**src/rtl/mem_access_if.sv**
```systemverilog
// mem_access_if: request/response and word-memory signals of the load/store unit.
// Ports: req_* (pipeline request), resp_* (completion), mem_* (word-addressed memory).
// Modport slave is the unit's view; master is the pipeline+memory view.
interface mem_access_if;
    logic        req_valid;
    logic        req_ready;
    logic        req_write;
    logic [1:0]  req_size;
    logic        req_signed;
    logic [31:0] req_addr;
    logic [31:0] req_wdata;
    logic        resp_valid;
    logic [31:0] resp_rdata;
    logic        resp_err;
    logic        mem_wr;
    logic [31:0] mem_address;
    logic [31:0] mem_wdata;
    logic [31:0] mem_rdata;
    modport slave (
        input  req_valid, req_write, req_size, req_signed, req_addr, req_wdata, mem_rdata,
        output req_ready, resp_valid, resp_rdata, resp_err, mem_wr, mem_address, mem_wdata
    );
    modport master (
        output req_valid, req_write, req_size, req_signed, req_addr, req_wdata, mem_rdata,
        input  req_ready, resp_valid, resp_rdata, resp_err, mem_wr, mem_address, mem_wdata
    );
endinterface

```
**src/rtl/mem_access_unit.sv**
```systemverilog
// mem_access_unit: byte/half/word load-store initiator on a word-addressed memory.
// Ports: clk, rst (sync, active-high), bus (mem_access_if.slave: request, response, memory).
module mem_access_unit #(
    parameter int ADDR_WORDS = 100
) (
    input logic        clk,
    input logic        rst,
    mem_access_if.slave bus
);
    typedef enum logic [2:0] {IDLE, READ, CAPTURE, WRITE, RESP} state_t;
    localparam logic [29:0] LIMIT = 30'(ADDR_WORDS);
    state_t      state;
    logic        wr;
    logic [1:0]  size;
    logic        sgn;
    logic [1:0]  lane;
    logic [31:0] wdata;
    logic        err;
    logic [4:0]  sh;
    logic [31:0] shifted;
    logic [31:0] mask;
    logic [31:0] merged;
    logic [31:0] loaded;
    always_comb begin
        err = (bus.req_size == 2'b11) ||
              (bus.req_size == 2'b01 && bus.req_addr[0]) ||
              (bus.req_size == 2'b10 && bus.req_addr[1:0] != 2'b00) ||
              (bus.req_addr[31:2] >= LIMIT);
        // halves are aligned, so the byte-lane shift also selects the half lane
        sh      = {lane, 3'b000};
        shifted = bus.mem_rdata >> sh;
        mask    = (size == 2'b00 ? 32'h0000_00FF : 32'h0000_FFFF) << sh;
        merged  = (bus.mem_rdata & ~mask) | ((wdata << sh) & mask);
        loaded  = size == 2'b10 ? bus.mem_rdata :
                  size == 2'b01 ? {{16{sgn & shifted[15]}}, shifted[15:0]} :
                                  {{24{sgn & shifted[7]}}, shifted[7:0]};
    end
    always_ff @(posedge clk) begin
        if (rst) begin
            state           <= IDLE;
            bus.req_ready   <= 1'b1;
            bus.resp_valid  <= 1'b0;
            bus.resp_err    <= 1'b0;
            bus.resp_rdata  <= '0;
            bus.mem_wr      <= 1'b0;
            bus.mem_address <= '0;
            bus.mem_wdata   <= '0;
            wr              <= 1'b0;
            size            <= '0;
            sgn             <= 1'b0;
            lane            <= '0;
            wdata           <= '0;
        end else begin
            case (state)
                IDLE: if (bus.req_valid) begin
                    wr            <= bus.req_write;
                    size          <= bus.req_size;
                    sgn           <= bus.req_signed;
                    lane          <= bus.req_addr[1:0];
                    wdata         <= bus.req_wdata;
                    bus.req_ready <= 1'b0;
                    bus.resp_err  <= err;
                    bus.resp_rdata <= '0;
                    if (!err) bus.mem_address <= {2'b00, bus.req_addr[31:2]};
                    if (err) begin
                        bus.resp_valid <= 1'b1;
                        state          <= RESP;
                    end else if (bus.req_write && bus.req_size == 2'b10) begin
                        bus.mem_wr    <= 1'b1;
                        bus.mem_wdata <= bus.req_wdata;
                        state         <= WRITE;
                    end else begin
                        state <= READ;
                    end
                end
                READ: state <= CAPTURE;
                CAPTURE: if (wr) begin
                    bus.mem_wdata <= merged;
                    bus.mem_wr    <= 1'b1;
                    state         <= WRITE;
                end else begin
                    bus.resp_rdata <= loaded;
                    bus.resp_valid <= 1'b1;
                    state          <= RESP;
                end
                WRITE: begin
                    bus.mem_wr     <= 1'b0;
                    bus.resp_valid <= 1'b1;
                    state          <= RESP;
                end
                RESP: begin
                    bus.resp_valid <= 1'b0;
                    bus.req_ready  <= 1'b1;
                    state          <= IDLE;
                end
                default: state <= IDLE;
            endcase
        end
    end
endmodule

```
**src/flat_wrapper.sv**
```systemverilog
// flat-port wrapper written by rule: the top's interface ports become plain ports
module mem_access_unit_flat 
#(
    parameter int ADDR_WORDS = 100
)
  (clk, rst, bus_req_valid, bus_req_write, bus_req_size, bus_req_signed, bus_req_addr, bus_req_wdata, bus_mem_rdata, bus_req_ready, bus_resp_valid, bus_resp_rdata, bus_resp_err, bus_mem_wr, bus_mem_address, bus_mem_wdata);
  mem_access_if bus_i ();
  input logic clk;
  input logic rst;
  input wire logic [$bits(bus_i.req_valid)-1:0] bus_req_valid;
  input wire logic [$bits(bus_i.req_write)-1:0] bus_req_write;
  input wire logic [$bits(bus_i.req_size)-1:0] bus_req_size;
  input wire logic [$bits(bus_i.req_signed)-1:0] bus_req_signed;
  input wire logic [$bits(bus_i.req_addr)-1:0] bus_req_addr;
  input wire logic [$bits(bus_i.req_wdata)-1:0] bus_req_wdata;
  input wire logic [$bits(bus_i.mem_rdata)-1:0] bus_mem_rdata;
  output wire logic [$bits(bus_i.req_ready)-1:0] bus_req_ready;
  output wire logic [$bits(bus_i.resp_valid)-1:0] bus_resp_valid;
  output wire logic [$bits(bus_i.resp_rdata)-1:0] bus_resp_rdata;
  output wire logic [$bits(bus_i.resp_err)-1:0] bus_resp_err;
  output wire logic [$bits(bus_i.mem_wr)-1:0] bus_mem_wr;
  output wire logic [$bits(bus_i.mem_address)-1:0] bus_mem_address;
  output wire logic [$bits(bus_i.mem_wdata)-1:0] bus_mem_wdata;
  assign bus_i.req_valid = bus_req_valid;
  assign bus_i.req_write = bus_req_write;
  assign bus_i.req_size = bus_req_size;
  assign bus_i.req_signed = bus_req_signed;
  assign bus_i.req_addr = bus_req_addr;
  assign bus_i.req_wdata = bus_req_wdata;
  assign bus_i.mem_rdata = bus_mem_rdata;
  assign bus_req_ready = bus_i.req_ready;
  assign bus_resp_valid = bus_i.resp_valid;
  assign bus_resp_rdata = bus_i.resp_rdata;
  assign bus_resp_err = bus_i.resp_err;
  assign bus_mem_wr = bus_i.mem_wr;
  assign bus_mem_address = bus_i.mem_address;
  assign bus_mem_wdata = bus_i.mem_wdata;
  mem_access_unit #(.ADDR_WORDS(ADDR_WORDS)) u_core (.clk(clk), .rst(rst), .bus(bus_i));
endmodule
```
**config.mk**
```make
export PLATFORM = sky130hd
export DESIGN_NAME = mem_access_unit_flat
export DESIGN_NICKNAME = d
export VERILOG_FILES = /design/src/rtl/mem_access_if.sv /design/src/rtl/mem_access_unit.sv /design/src/flat_wrapper.sv
export SDC_FILE = /design/constraint.sdc
export NUM_CORES = 1
export LEC_CHECK = 0
export BUFFER_PORTS_ARGS = -buffer_cell sky130_fd_sc_hd__clkbuf_2
export CAP_MARGIN = 20
export CELL_PAD_IN_SITES_DETAIL_PLACEMENT = 0
export CELL_PAD_IN_SITES_GLOBAL_PLACEMENT = 1
export CORE_MARGIN = 2
export CORE_UTILIZATION = 35
export DETAILED_ROUTE_END_ITERATION = 6
export GPL_TIMING_DRIVEN = 0
export PLACE_DENSITY_LB_ADDON = 0.12
export SLEW_MARGIN = 10
export SYNTH_ARGS = -nofsm -noshare
export SYNTH_HDL_FRONTEND = slang
export SYNTH_SLANG_ARGS = --single-unit
```
**constraint.sdc**
```tcl
create_clock -name clk -period 2.5 [get_ports clk]
set_clock_uncertainty 0.1 [all_clocks]
set_input_delay 0.5 -clock clk [delete_from_list [all_inputs] [get_ports clk]]
set_output_delay 0.5 -clock clk [all_outputs]
set_load 0.05 [all_outputs]
```
; Word-level counts from Yosys, hierarchy flattened
; Index checks and enable logic that the tools add are counted.
[totals]
mem_count = 0
in_bits = 103
out_inout_bits = 100
latch_bits = 0
ram_bits = 0
rom_bits = 0
register_bits = 139
[classes]
add_sub_neg = 0
n_reduce_logical = 20
n_div = 0
n_eq_ne = 15
n_shift = 3
bitwise = 7
n_lt_le_gt_ge = 1
n_mux = 27
n_mul = 0
[ops]
columns = op, count
row1 = 32-bit 2-to-1 mux, 8
row2 = 32-bit case mux with 2 select lines, 2
row3 = 32-bit bitwise AND, 2
row4 = 32-bit by 5-bit << shifter with 32-bit output, 2
row5 = 32-bit NOT, 1
row6 = 32-bit bitwise OR, 1
row7 = 32-bit by 5-bit >> shifter with 16-bit output, 1
row8 = 30-bit by 7-bit greater-or-equal comparator with 1-bit output (second input constant), 1
row9 = 16-bit 2-to-1 mux, 1
row10 = 3-bit case mux with 4 select lines, 1
row11 = 5-bit AND reduction, 2
row12 = 3-bit 2-to-1 mux, 3
row13 = 1-bit 2-to-1 mux, 8
row14 = 2-bit equality test (second input constant), 3
row15 = 3-bit by 2-bit equality test with 1-bit output (second input constant), 2
row16 = 2-bit by 1-bit != test with 1-bit output (second input constant), 3
row17 = 2-bit != test (second input constant), 3
row18 = 3-bit AND reduction, 2
row19 = 2-bit nonzero test, 3
row20 = 2-bit by 1-bit equality test with 1-bit output (second input constant), 2
row21 = 1-bit case mux with 4 select lines, 1
row22 = 2-bit AND reduction, 2
row23 = 4-bit AND reduction, 1
row24 = 4-bit nonzero test, 1
row25 = 12 further kinds, 17

; Longest topological paths before layout
[depth]
depth_word = 8
mapped_depth = 9
ltp_nobuf = 5

; Worst setup path after synthesis
; OpenSTA, ideal clock, no wires.
[synth_path]
path_kind = input-to-reg
start = in bus_req_addr[12]
end = reg u_core.bus.mem_address[20]
t_required_ps = 2285
t_arrival_ps = 1956
slack_ps = 328
setup_ps = 115
cell_stages = 6
path_buffers = 2
path_cell_list = nor4_1 -> o211ai_1 -> or4_1 -> buf_2 -> clkbuf_1 -> and3_1
[synth_via]
elab_chain_cells = 4
[synth_lines]
columns = element, line
row1 = "start, declared", flat_wrapper.sv:14  ; input wire logic [$bits(bus_i.req_addr)-1:0] bus_req_addr;
row2 = 30-bit by 7-bit greater-or-equal comparator with 1-bit output, mem_access_unit.sv:28  ; (bus.req_addr[31:2] >= LIMIT);
row3 = 1-bit logical OR, mem_access_unit.sv:27  ; (bus.req_size == 2'b10 && bus.req_addr[1:0] != 2'b00) ||
row4 = 1-bit NOT (no line), -
row5 = 3-bit AND reduction (no line), -
row6 = "end signal, assigned", mem_access_unit.sv:64  ; if (!err) bus.mem_address <= {2'b00, bus.req_addr[31:2]};
row7 = "end, declared", mem_access_if.sv:21  ; output req_ready, resp_valid, resp_rdata, resp_err, mem_wr, mem_address, mem_wdata
; Every way passes these cells.
; A chain may end at the register's enable or synchronous reset.

; Final worst setup path
[layout_path]
start = reg u_core.state[2]
end = reg u_core.bus.mem_wdata[27]
[layout_via]
elab_chain_cells = 3
word_cells_on_any_way = 9
classes_between = eq/ne (5) / mux (1) / reduce/logical (3)
[layout_lines]
columns = element, line
row1 = "start, declared", mem_access_unit.sv:12  ; state_t state;
row2 = "start signal, assigned", mem_access_unit.sv:40  ; state <= IDLE;
row3 = "start signal, assigned", mem_access_unit.sv:67  ; state <= RESP;
row4 = "start signal, assigned", mem_access_unit.sv:71  ; state <= WRITE;
row5 = 3-bit by 2-bit equality test with 1-bit output or 3-bit zero test (tied branches), mem_access_unit.sv:54  ; case (state)
row6 = 2-bit by 1-bit != test with 1-bit output (no line) (tied with other cells), -
row7 = 5-bit AND reduction (no line), -
row8 = "end signal, assigned", mem_access_unit.sv:70  ; bus.mem_wdata <= bus.req_wdata;
row9 = "end signal, assigned", mem_access_unit.sv:78  ; bus.mem_wdata <= merged;
row10 = "end, declared", mem_access_if.sv:21
; Parallel ways exist; a longest one is shown, timed or not.

==> results.toml <==
[global_route]
grt-ovfl-total = 0
grt_pass1_vias = 5814
antenna_found_initial = 0
grt_max_degree = 17
grt_usage = 0.2424
grt_pass1_wl_um = 33080

[placement]
portBuffers = 200
post_dp_cell_area_um2 = 7046
placed_cells = 1148
hpwl_um = 16580
place_congestion = 0.8946

[timing]
maxSlewViolCount = 0
worst_slew_pin_slew_ns = 0.8303
fin_crit_ns = 2.422
rsz0062_at_grt = "false"
period_share = 0.9686
holdWs_ns = 0.2103
slew_headroom = 0.4422
clock.fmax_ghz = 0.4130
setup_viol = 0
hold_viol = 0

[synthesis]
ys.flop_type = "dfxtp_1"
synth.area.mux_share = 0.04727
ys_top_cells_by_area = "dfxtp_1 43%, nand2_1 7.8%, o21ai_0 5.6%"
yosysMostFrequentCell = "dfxtp_1"
synth_edf_count = 0
synth_top_family_by_area = "compound AO/OA/AOI/OAI gates"
yosys.area_share.simple = 0.2296
syn_avg_cell_area_um2 = 7.894
synth.distinct_cells = 51
synth_area_leader_cell = "dfxtp_1"
syn_area_um2 = 5771
synth_seq_cells = 123
synth_fa_ha_area_frac = 0
netlist.area_leader.share = 0.4267
netlist_instances = 731
synth_common_cells = "123 x dfxtp_1, 120 x nand2_1, 65 x o21ai_0"
ys.warnings.count = 0
synthArstFlopShare = 0
synth_xor_area_frac = 0
synth_seq_area_share = 0.4267
synth_compound_area_frac = 0.2363

[die]
die_h_um = 132.4
ios = 203
rows = 46
core_um2 = 16000
dieArea_um2 = 17530
fp.dieW_um = 132.4
initial_core_util = 0.3607

[job]
maxCapViolCount = 0

[drt]
drc = 0
drt-total-wl_um = 21400
routedWlPerCell_um = 18.11
drt_iter0_drc = 398
drt_pre_antenna_iters = 5
via_per_inst = 5.293
ant_nets = 0
vias = 6256

[pwr]
leakage_nw = 3.368
p_int_mw = 3.958
p_comb_frac = 0.098
vdd_drop_max_mv = 0.4861
power_density_nw_per_um2 = 673.9
power_frac_seq = 0.386
power_frac_clock = 0.516
swShare = 0.2403
p_switching_mw = 1.252

[finish]
utilization = 0.4832
final_nets = 1056
syn_to_final_growth_pct = 33.98
drive_gt1_frac = 0.2899
finalNonFillerCells = 1182
final_area_um2 = 7731
insertedDiodeCount = 0

[hold_path]
hp-class = "input pin to flop"
hold_end = "u_core.sgn$_SDFFE_PP0P_"
hold_start = "bus_req_signed"
holdPathStages = 3

[clock_tree]
insertion_delay_ns = 0.42
numCtsBuffers = 17
h-tree-depth = 4
ctsHoldBuffers = 0
clkSlewWorstSetupHoldPaths_ns = 0.06
clkSinkCount = 123
cts_tree = "built"
cts-root-buf = "clkbuf_16"
clockBufferDepth = 2

[critical_path]
crit_path_max_fanout = 10
reg2reg_slack_ns = 0.08
r2r_end = "u_core.bus.mem_wdata[27]$_SDFFE_PP0P_"
r2r_start = "u_core.state[2]$_SDFFE_PP0N_"
reg2reg_depth = 9
cp-start-kind = "flop"
crit_type = "flop to flop"
required_ns = 2.67
arrival_ns = 2.59
cp-end-kind = "flop"

[run_status]
status = "finished clean"
## layer usage
metal  up-vias  routed length [µm]  GRT usage
li1       3061                   -          -
met1      2910               10020     0.3473
met2       254                9478     0.3624
met3        31                1477    0.04691
met4         0                 430    0.08483
met5         -                   0          0
## worst max-delay path by stage
stage	to	start	slack, ns	cells after the start
CTS	u_core.bus.resp_rdata[22]$_SDFFE_PP0P_	u_core.state[2]$_SDFFE_PP0N_	0.03	8
global route	u_core.bus.mem_wdata[23]$_SDFFE_PP0P_	u_core.state[2]$_SDFFE_PP0N_	0.01	8
floorplan	u_core.bus.mem_address[20]$_SDFFE_PP0P_	bus_req_addr[12]	0.33	6
global placement	u_core.bus.mem_wdata[30]$_SDFFE_PP0P_	bus_req_valid	-0.21	8
finish	u_core.bus.mem_wdata[27]$_SDFFE_PP0P_	u_core.state[2]$_SDFFE_PP0N_	0.08	9
detailed placement	u_core.bus.mem_wdata[27]$_SDFFE_PP0P_	bus_req_valid	-0.21	8
## power groups by stage
stage / combinational (mW) / clock [mW] / sequential [mW]
after detailed placement: 0.497 / 0 / 2.05
after floorplan: 0.261 / 0 / 2.06
after CTS: 0.499 / 2.73 / 2.01
after global placement: 0.499 / 0 / 2.05
final: 0.510 / 2.69 / 2.01
after global routing: 0.555 / 2.82 / 2.01
## kinds of logic after synthesis
kind of cell,count (synthesis)
simple gates,286
compound gates,216
flops,123
buf+inv,80
mux,25
other cells,1
## worst max-delay path, cell delays in order (launching register included)
cell and delay [ns]:
dfxtp_1 0.29, buf_2 0.17, or4b_4 0.58, nor2_1 0.12, nor4b_4 0.18, buf_4 0.18, or2_1 0.10, buf_2 0.17
buf_2 0.25, a311oi_1 0.12
## registers in the layout, summed over array words and instances (netlist names)
register and cells:
u_core.bus.mem_wr 1, u_core.bus.req_ready 1, u_core.lane 2, u_core.size 2, u_core.sgn 1, u_core.bus.resp_valid 1
u_core.bus.mem_wdata 32, u_core.state 3, u_core.bus.resp_err 1, u_core.wdata 16, u_core.bus.resp_rdata 32, u_core.wr 1
u_core.bus.mem_address 30
## cells in the final DEF (no fill, tap or decap), types with 5 or more instances in the layout
cell       Yosys  routed
a32oi_1        5       5
nor2_1        63      63
clkbuf_2       1     207
inv_1          9       9
mux2i_1       16      16
o221a_2        7       7
nand3_1        9       9
nor4_1         8       8
a21oi_1       51      51
a211oi_1       8       7
mux2_2         8       8
and3_1        23      23
a31oi_1       14      14
nor2b_1       11      11
a311oi_1      25      25
nand2b_1      12      12
buf_4          3       5
nand2_1      120     120
o211ai_1      10      10
nor3_1        25      25
clkbuf_1      52      48
o22ai_1        7       7
bufinv_16      0       5
clkbuf_16      0      17
buf_2         12      12
dfxtp_1      123     123
o21ai_0       65      65
o21ai_1       11      10
## stage by stage
stage	worst slack, ns	power [mW]	TNS [ns]
global placement	-0.2063	2.553	-6.116
floorplan	0.3284	2.322	0
CTS	0.03229	5.237	0
global route	0.009692	5.385	0
finish	0.07840	5.210	0
detailed placement	-0.2109	2.550	-5.801
## timing repair
action,4_1_cts,5_1_grt
resized for setup,1,14
setup buffers,2,0
endpoints found under the setup margin,30,40
pin swaps,0,0
## cell type report
cell class,count,area [µm²]
Clock inverter,12,193.9
Tap cell,216,270.3
Inverter,9,33.78
Sequential cell,123,2462
Timing Repair Buffer,202,1016
Fill cell,1718,8269
Buffer,71,316.6
Clock buffer,20,446.7
Multi-Input combinational cell,529,2992
No activity file was read; power rests on OpenSTA's default activity.
